`src/rtl/vdec_hs_crc_prep_if.sv`:
```
// Frame-side and CRC-checker-side signals of the HS-SCCH CRC prep stage.
interface vdec_hs_crc_prep_if;
   logic        frm_start;
   logic        mode;
   logic [15:0] ue_id;
   logic        bit_vld;
   logic        bit_in;
   logic        busy;
   logic        crc_start;
   logic [36:0] check_bits;
   logic [5:0]  check_len;
   logic        crc_done;
   logic        crc_match_in;
   logic        res_vld;
   logic        res_pass;
   logic        res_err;
   logic [20:0] info_bits;

   // Prep stage view
   modport slave (
      input  frm_start, mode, ue_id, bit_vld, bit_in, crc_done, crc_match_in,
      output busy, crc_start, check_bits, check_len, res_vld, res_pass, res_err, info_bits
   );

   // Traceback / checker / host view
   modport master (
      output frm_start, mode, ue_id, bit_vld, bit_in, crc_done, crc_match_in,
      input  busy, crc_start, check_bits, check_len, res_vld, res_pass, res_err, info_bits
   );
endinterface

```
`src/rtl/vdec_hs_crc_prep.sv`:
```
// HS-SCCH CRC prep: collects decoded bits, de-masks the CRC field with the
// UE identity, launches the serial CRC checker and reports pass/fail.
module vdec_hs_crc_prep #(
   parameter int unsigned TIMEOUT = 63
) (
   input  logic                 clk,
   input  logic                 rst,
   vdec_hs_crc_prep_if.slave    bus
);

   localparam int unsigned WORD_W = 37;
   localparam int unsigned LEN_W  = 6;
   localparam int unsigned UE_W   = 16;
   localparam int unsigned INFO_W = 21;

   typedef enum logic [2:0] {
      IDLE,
      COLLECT,
      MASK,
      LAUNCH,
      WAIT,
      REPORT
   } state_t;

   state_t              state_q;
   logic [WORD_W-1:0]   bits_q;
   logic [LEN_W-1:0]    len_q;
   logic [LEN_W-1:0]    cnt_q;
   logic [LEN_W-1:0]    wait_q;
   logic                mode_q;
   logic [UE_W-1:0]     ue_q;
   logic                ovf_q;
   logic                busy_q;
   logic                start_q;
   logic                vld_q;
   logic                pass_q;
   logic                err_q;
   logic [WORD_W-1:0]   mask_d;

   // UE identity aligned to the CRC field, which sits just above the info bits
   always_comb begin
      mask_d = '0;
      if (mode_q) begin
         mask_d = WORD_W'({ue_q, 6'd0});
      end else begin
         mask_d = {ue_q, 21'd0};
      end
   end

   // Frame FSM; frm_start overrides everything and restarts collection
   always_ff @(posedge clk) begin
      if (rst) begin
         state_q <= IDLE;
         bits_q  <= '0;
         len_q   <= '0;
         cnt_q   <= '0;
         wait_q  <= '0;
         mode_q  <= 1'b0;
         ue_q    <= '0;
         ovf_q   <= 1'b0;
         busy_q  <= 1'b0;
         start_q <= 1'b0;
         vld_q   <= 1'b0;
         pass_q  <= 1'b0;
         err_q   <= 1'b0;
      end else begin
         start_q <= 1'b0;
         vld_q   <= 1'b0;
         if (bus.frm_start) begin
            state_q <= COLLECT;
            bits_q  <= '0;
            cnt_q   <= '0;
            wait_q  <= '0;
            ovf_q   <= 1'b0;
            mode_q  <= bus.mode;
            ue_q    <= bus.ue_id;
            len_q   <= bus.mode ? LEN_W'(22) : LEN_W'(37);
            busy_q  <= 1'b1;
            pass_q  <= 1'b0;
            err_q   <= 1'b0;
         end else begin
            case (state_q)
               IDLE: begin
                  state_q <= IDLE;
               end
               COLLECT: begin
                  if (bus.bit_vld) begin
                     bits_q[cnt_q] <= bus.bit_in;
                     cnt_q         <= cnt_q + LEN_W'(1);
                     if (cnt_q == len_q - LEN_W'(1)) begin
                        state_q <= MASK;
                     end
                  end
               end
               MASK: begin
                  bits_q  <= bits_q ^ mask_d;
                  start_q <= 1'b1;
                  state_q <= LAUNCH;
                  if (bus.bit_vld) begin
                     ovf_q <= 1'b1;
                  end
               end
               LAUNCH: begin
                  wait_q  <= '0;
                  state_q <= WAIT;
                  if (bus.bit_vld) begin
                     ovf_q <= 1'b1;
                  end
               end
               WAIT: begin
                  if (bus.bit_vld) begin
                     ovf_q <= 1'b1;
                  end
                  if (bus.crc_done) begin
                     pass_q  <= bus.crc_match_in & ~ovf_q;
                     err_q   <= ovf_q;
                     vld_q   <= 1'b1;
                     state_q <= REPORT;
                  end else if (wait_q == LEN_W'(TIMEOUT)) begin
                     pass_q  <= 1'b0;
                     err_q   <= 1'b1;
                     vld_q   <= 1'b1;
                     state_q <= REPORT;
                  end else begin
                     wait_q <= wait_q + LEN_W'(1);
                  end
               end
               REPORT: begin
                  busy_q  <= 1'b0;
                  state_q <= IDLE;
               end
               default: begin
                  state_q <= IDLE;
               end
            endcase
         end
      end
   end

   assign bus.busy       = busy_q;
   assign bus.crc_start  = start_q;
   assign bus.check_bits = bits_q;
   assign bus.check_len  = len_q;
   assign bus.res_vld    = vld_q;
   assign bus.res_pass   = pass_q;
   assign bus.res_err    = err_q;
   assign bus.info_bits  = bits_q[INFO_W-1:0];

endmodule
```
`src/flat_wrapper.sv`:
```
// flat-port wrapper written by rule: the top's interface ports become plain ports
module vdec_hs_crc_prep_flat 
#(
   parameter int unsigned TIMEOUT = 63
)
  (clk, rst, bus_frm_start, bus_mode, bus_ue_id, bus_bit_vld, bus_bit_in, bus_crc_done, bus_crc_match_in, bus_busy, bus_crc_start, bus_check_bits, bus_check_len, bus_res_vld, bus_res_pass, bus_res_err, bus_info_bits);
  vdec_hs_crc_prep_if bus_i ();
  input  logic clk;
  input  logic rst;
  input wire logic [$bits(bus_i.frm_start)-1:0] bus_frm_start;
  input wire logic [$bits(bus_i.mode)-1:0] bus_mode;
  input wire logic [$bits(bus_i.ue_id)-1:0] bus_ue_id;
  input wire logic [$bits(bus_i.bit_vld)-1:0] bus_bit_vld;
  input wire logic [$bits(bus_i.bit_in)-1:0] bus_bit_in;
  input wire logic [$bits(bus_i.crc_done)-1:0] bus_crc_done;
  input wire logic [$bits(bus_i.crc_match_in)-1:0] bus_crc_match_in;
  output wire logic [$bits(bus_i.busy)-1:0] bus_busy;
  output wire logic [$bits(bus_i.crc_start)-1:0] bus_crc_start;
  output wire logic [$bits(bus_i.check_bits)-1:0] bus_check_bits;
  output wire logic [$bits(bus_i.check_len)-1:0] bus_check_len;
  output wire logic [$bits(bus_i.res_vld)-1:0] bus_res_vld;
  output wire logic [$bits(bus_i.res_pass)-1:0] bus_res_pass;
  output wire logic [$bits(bus_i.res_err)-1:0] bus_res_err;
  output wire logic [$bits(bus_i.info_bits)-1:0] bus_info_bits;
  assign bus_i.frm_start = bus_frm_start;
  assign bus_i.mode = bus_mode;
  assign bus_i.ue_id = bus_ue_id;
  assign bus_i.bit_vld = bus_bit_vld;
  assign bus_i.bit_in = bus_bit_in;
  assign bus_i.crc_done = bus_crc_done;
  assign bus_i.crc_match_in = bus_crc_match_in;
  assign bus_busy = bus_i.busy;
  assign bus_crc_start = bus_i.crc_start;
  assign bus_check_bits = bus_i.check_bits;
  assign bus_check_len = bus_i.check_len;
  assign bus_res_vld = bus_i.res_vld;
  assign bus_res_pass = bus_i.res_pass;
  assign bus_res_err = bus_i.res_err;
  assign bus_info_bits = bus_i.info_bits;
  vdec_hs_crc_prep #(.TIMEOUT(TIMEOUT)) u_core (.clk(clk), .rst(rst), .bus(bus_i));
endmodule
```
`config.mk`:
```
export PLATFORM = sky130hd
export DESIGN_NAME = vdec_hs_crc_prep_flat
export DESIGN_NICKNAME = d
export VERILOG_FILES = /design/src/rtl/vdec_hs_crc_prep_if.sv /design/src/rtl/vdec_hs_crc_prep.sv /design/src/flat_wrapper.sv
export SDC_FILE = /design/constraint.sdc
export NUM_CORES = 1
export LEC_CHECK = 0
export ABC_AREA = 1
export ABC_CLOCK_PERIOD_IN_PS = 2350
export CAP_MARGIN = 20
export CORE_MARGIN = 1.5
export CORE_UTILIZATION = 65
export CTS_BUF_LIST = sky130_fd_sc_hd__clkbuf_8
export DETAILED_ROUTE_END_ITERATION = 10
export DONT_BUFFER_PORTS = 1
export GPL_ROUTABILITY_DRIVEN = 0
export PLACE_DENSITY = 0.9
export SYNTH_ARGS = -nofsm -noshare
export SYNTH_HDL_FRONTEND = slang
export SYNTH_SLANG_ARGS = --single-unit
```
`constraint.sdc`:
```
create_clock -name clk -period 2.35 [get_ports clk]
set_input_delay 0.3525 -clock clk [delete_from_list [all_inputs] [get_ports clk]]
set_output_delay 0.3525 -clock clk [all_outputs]
set_load 0.1 [all_outputs]
```
==> summary.md <==
| Metric | Value |
|---|---|
| Synth area leader | dfxtp_1 |
| Syn. warnings | 0 |
| Routed Antenna Nets | 0 |
| Seq pwr share | 48.3% |
| Top FF cell, synth | dfxtp_1 |
| Switching power total | 0.883 mW |
| Peak Freq | 0.530 GHz |
| Root Driver | clkbuf_8 |
| Placed wire-length estimate | 8690 um |
| Syn_nets | 700 |
| Top layer in use | met4 |
| Max IR drop VDD | approximately 530 uV |
| Post-Route M1 WL | between 4000 and 5000 um |
| Initial antenna violation count | 0 |
| Number of antenna diodes | 0 |
| Setup crit end kind | output port |
| Sw frac | between 30% and 40% |
| Die footprint | 0.00735 mm^2 |
| CTS tree | built |
| Chip height | about 86 um |
| Die width | approximately 86 um |
| Worst EP arrival | 1530 ps |
| Post-route DRC | 0 |
| Starting Density | 68.5% |
| Skew final | between 10 and 15 ps |
| Routed wl met3 | 1640 um |
| Clock power frac | 36.6% |
| I/O Pins | 93 |
| Fillcell total | 480 |
| Setup slack, reg-to-reg | between 500 and 600 ps |
| Total Routed Length | 12600 um |
| Clk slew on worst S/H paths | 80 ps |
| Share of cells above drive strength 1 | approximately 18% |
| Nets | approximately 700 |
| RR Startpoint | u_core.cnt_q[4]$_SDFFE_PP0P_ |
| Multi-input gate area | 0.00233 mm^2 |
| Buffers on Ports | 0 |
| Combinational share of power | 15.1% |
| Min cycle time layout | between 1500 and 2000 ps |
| Setup bufs post-CTS | 0 |
| Setup TNS | 0 ps |
| CP endpoint | bus_check_len[1] |
| Kind of critical path | reg2out |
| Routed WL per cell | 16.6 um |
| Num CTS Buffers | 9 |
| Worst-path maximum fanout | 22 |
| Ys async rst share | 0% |
| Max-slew headroom | 58.2% |
| Register bit total from synthesis | 77 |
| Area grow syn2layout | 8.80% |
| Synth top area cells | dfxtp_1, nand2_1, nor2_1, a21oi_1, o21ai_0 |
| CTS Buffer Depth | 2 |
| Yosys top cell area share | 34.6% |
| Largest net degree at the start of global routing | 62 |
| GRT Overall Usage | 34.1% |
| DR WL met2 | 5620 um |
| Skew-Pair Late Insertion Delay | 370 ps |
| Cell area after synthesis | 0.00445 mm^2 |
| CP Launch Type | flip-flop |
| Final Hold Fails | 0 |
| RSZ-0062 raised after global routing | no |
| CTS Hold Bufs | 0 |
| Post-CTS sizing | 0 |
| Status | completed |
| CTS H-tree lvls | 3 |
| Post-Synthesis Cells | 672 |
| Vias in the first global route | 4340 |
| Global route overflow | 0 |
| Worst Reg-to-Reg Cells | 7 |
| Period utilization | around 80% |
| Worst hold start | rst |
| Core area | 0.00649 mm^2 |
| Max-slew violations | 0 |
| Final setup vio count | 0 |
| Via count | 4802 |
| Pwr dens | 590 mW/mm^2 |
| Number of max-cap violations | 0 |
| Total leakage power | approximately 2 nW |
| P_int | 1.98 mW |
| Routed vias/inst | 6.31 |
| Min-Delay Path Class | in2reg |
| First-pass DRT Iterations | 8 |
| Crit. Startpoint | u_core.bus.check_len[4]$_SDFFE_PP0P_ |
| Unique masters post-synth | 39 |
| Seq/Total Area, Yosys | 34.6% |
| First-pass GRT wire length | 19900 um |
| Rows | 29 |
| Syn avg cell area | 6.62 um^2 |
| Worst Path Required | 2000 ps |
| TritonCTS Sinks | 77 |
| Number of flops mapped to enable cells by yosys | 0 |
| FF/Latch Area | 0.00157 mm^2 |
| FF-to-FF End | u_core.bus.check_bits[28]$_SDFFE_PP0P_ |
| Slew @ Worst Pin | 626 ps |
| Hold Worst Slack | 40.8 ps |
| Initial DRC Count | 770 |
cell families after synthesis:
kind of cell,synth area share (%)
simple gates,29.1
compound gates,19.6
other cells,0.0843
fa+ha+maj,1.12
xor+xnor,2.56
buf+inv,12.9
flops,34.6
worst min path at each step:
stage | endpoint | slack, ps | cells past startpoint
2_1_floorplan | u_core.bus.busy$_SDFFE_PP0P_ | 420 | 1
3_3_place_gp | u_core.bus.check_len[2]$_SDFFE_PP0P_ | 420 | 1
3_5_place_dp | u_core.bus.busy$_SDFFE_PP0P_ | 420 | 1
4_1_cts | u_core.bus.busy$_SDFFE_PP0P_ | 40 | 1
5_1_grt | u_core.bus.check_len[4]$_SDFFE_PP0P_ | 50 | 1
6_report | u_core.bus.busy$_SDFFE_PP0P_ | 40 | 1
Yosys cell counts (2+ instances only):
master / instances
nand2_2: 3
o22ai_1: 8
o21ai_1: 15
nand3_1: 43
clkbuf_1: 9
buf_2: 16
a31oi_1: 16
nor2_2: 3
dfxtp_1: 77
nand2_1: 114
nand3_2: 5
a21oi_1: 52
or2_2: 2
nor3b_1: 3
buf_4: 29
xnor2_1: 6
inv_2: 14
o31ai_1: 3
inv_1: 47
nor2_4: 3
xor2_1: 7
nor2_1: 105
nor3_1: 15
a211oi_1: 8
ha_1: 4
o21ai_0: 52
placed cells by master, fill, tap and decap left out, types with 4 or more instances in the layout:
master / Yosys / routed
nand2_1: 114 / 114
nand3_2: 5 / 5
dfxtp_1: 77 / 54
o21ai_0: 52 / 52
dfxtp_2: 0 / 23
inv_1: 47 / 47
o22ai_1: 8 / 8
clkbuf_8: 0 / 11
nor3_1: 15 / 15
a21oi_1: 52 / 52
inv_2: 14 / 14
a211oi_1: 8 / 8
nand3_1: 43 / 43
xor2_1: 7 / 7
buf_4: 29 / 51
o21ai_1: 15 / 15
a31oi_1: 16 / 16
nor2_1: 105 / 105
ha_1: 4 / 4
xnor2_1: 6 / 6
worst max-delay path, cell delays in order (launching register included):
cell	delay (ps)
dfxtp_2	340
buf_4	290
buf_4	540
layout make-up:
type	instances	share of cell area [%]
multi-input cells	477	48.2
flip-flops and latches	77	32.4
repair buffers	52	8.32
inverters	63	4.94
clock buffers	11	3.13
well taps	77	1.99
clock inverters	4	0.982
power groups by stage:
stage	clock [mW]	combinational (mW)	sequential [mW]
global placement	0	0.405	1.41
detailed placement	0	0.419	1.41
floorplan	0	0.281	1.47
finish	1.05	0.432	1.38
CTS	1.03	0.423	1.38
global route	1.09	0.459	1.38
metrics by stage:
stage | instance area (um^2) | util, % | instances | total power, mW | setup WS (ps)
after global placement | 4640 | 71.5 | 746 | 1.81 | 724
final | 4840 | 74.6 | 761 | 2.86 | 463
after global routing | 4840 | 74.6 | 761 | 2.93 | 391
after floorplan | 4450 | - | 672 | 1.76 | 203
after CTS | 4840 | 74.6 | 761 | 2.83 | 493
after detailed placement | 4640 | 71.5 | 746 | 1.83 | 605
registers in the layout (all words and copies together), names as in the netlist:
name and cells:
u_core.bus.check_bits 37, u_core.ue_q 16, u_core.wait_q 6, u_core.bus.res_vld 1
u_core.bus.busy 1, u_core.state_q 3, u_core.ovf_q 1, u_core.bus.res_pass 1
u_core.cnt_q 6, u_core.bus.res_err 1, u_core.bus.crc_start 1, u_core.bus.check_len 3
routing by layer:
| metal | track usage [%] | vias to the layer above |
|---|---|---|
| li1 | - | 2208 |
| met1 | 40.3 | 2157 |
| met2 | 55.3 | 360 |
| met3 | 10.9 | 77 |
| met4 | 18.3 | 0 |
| met5 | 0 | - |
No activity file was read; power rests on OpenSTA's default activity.
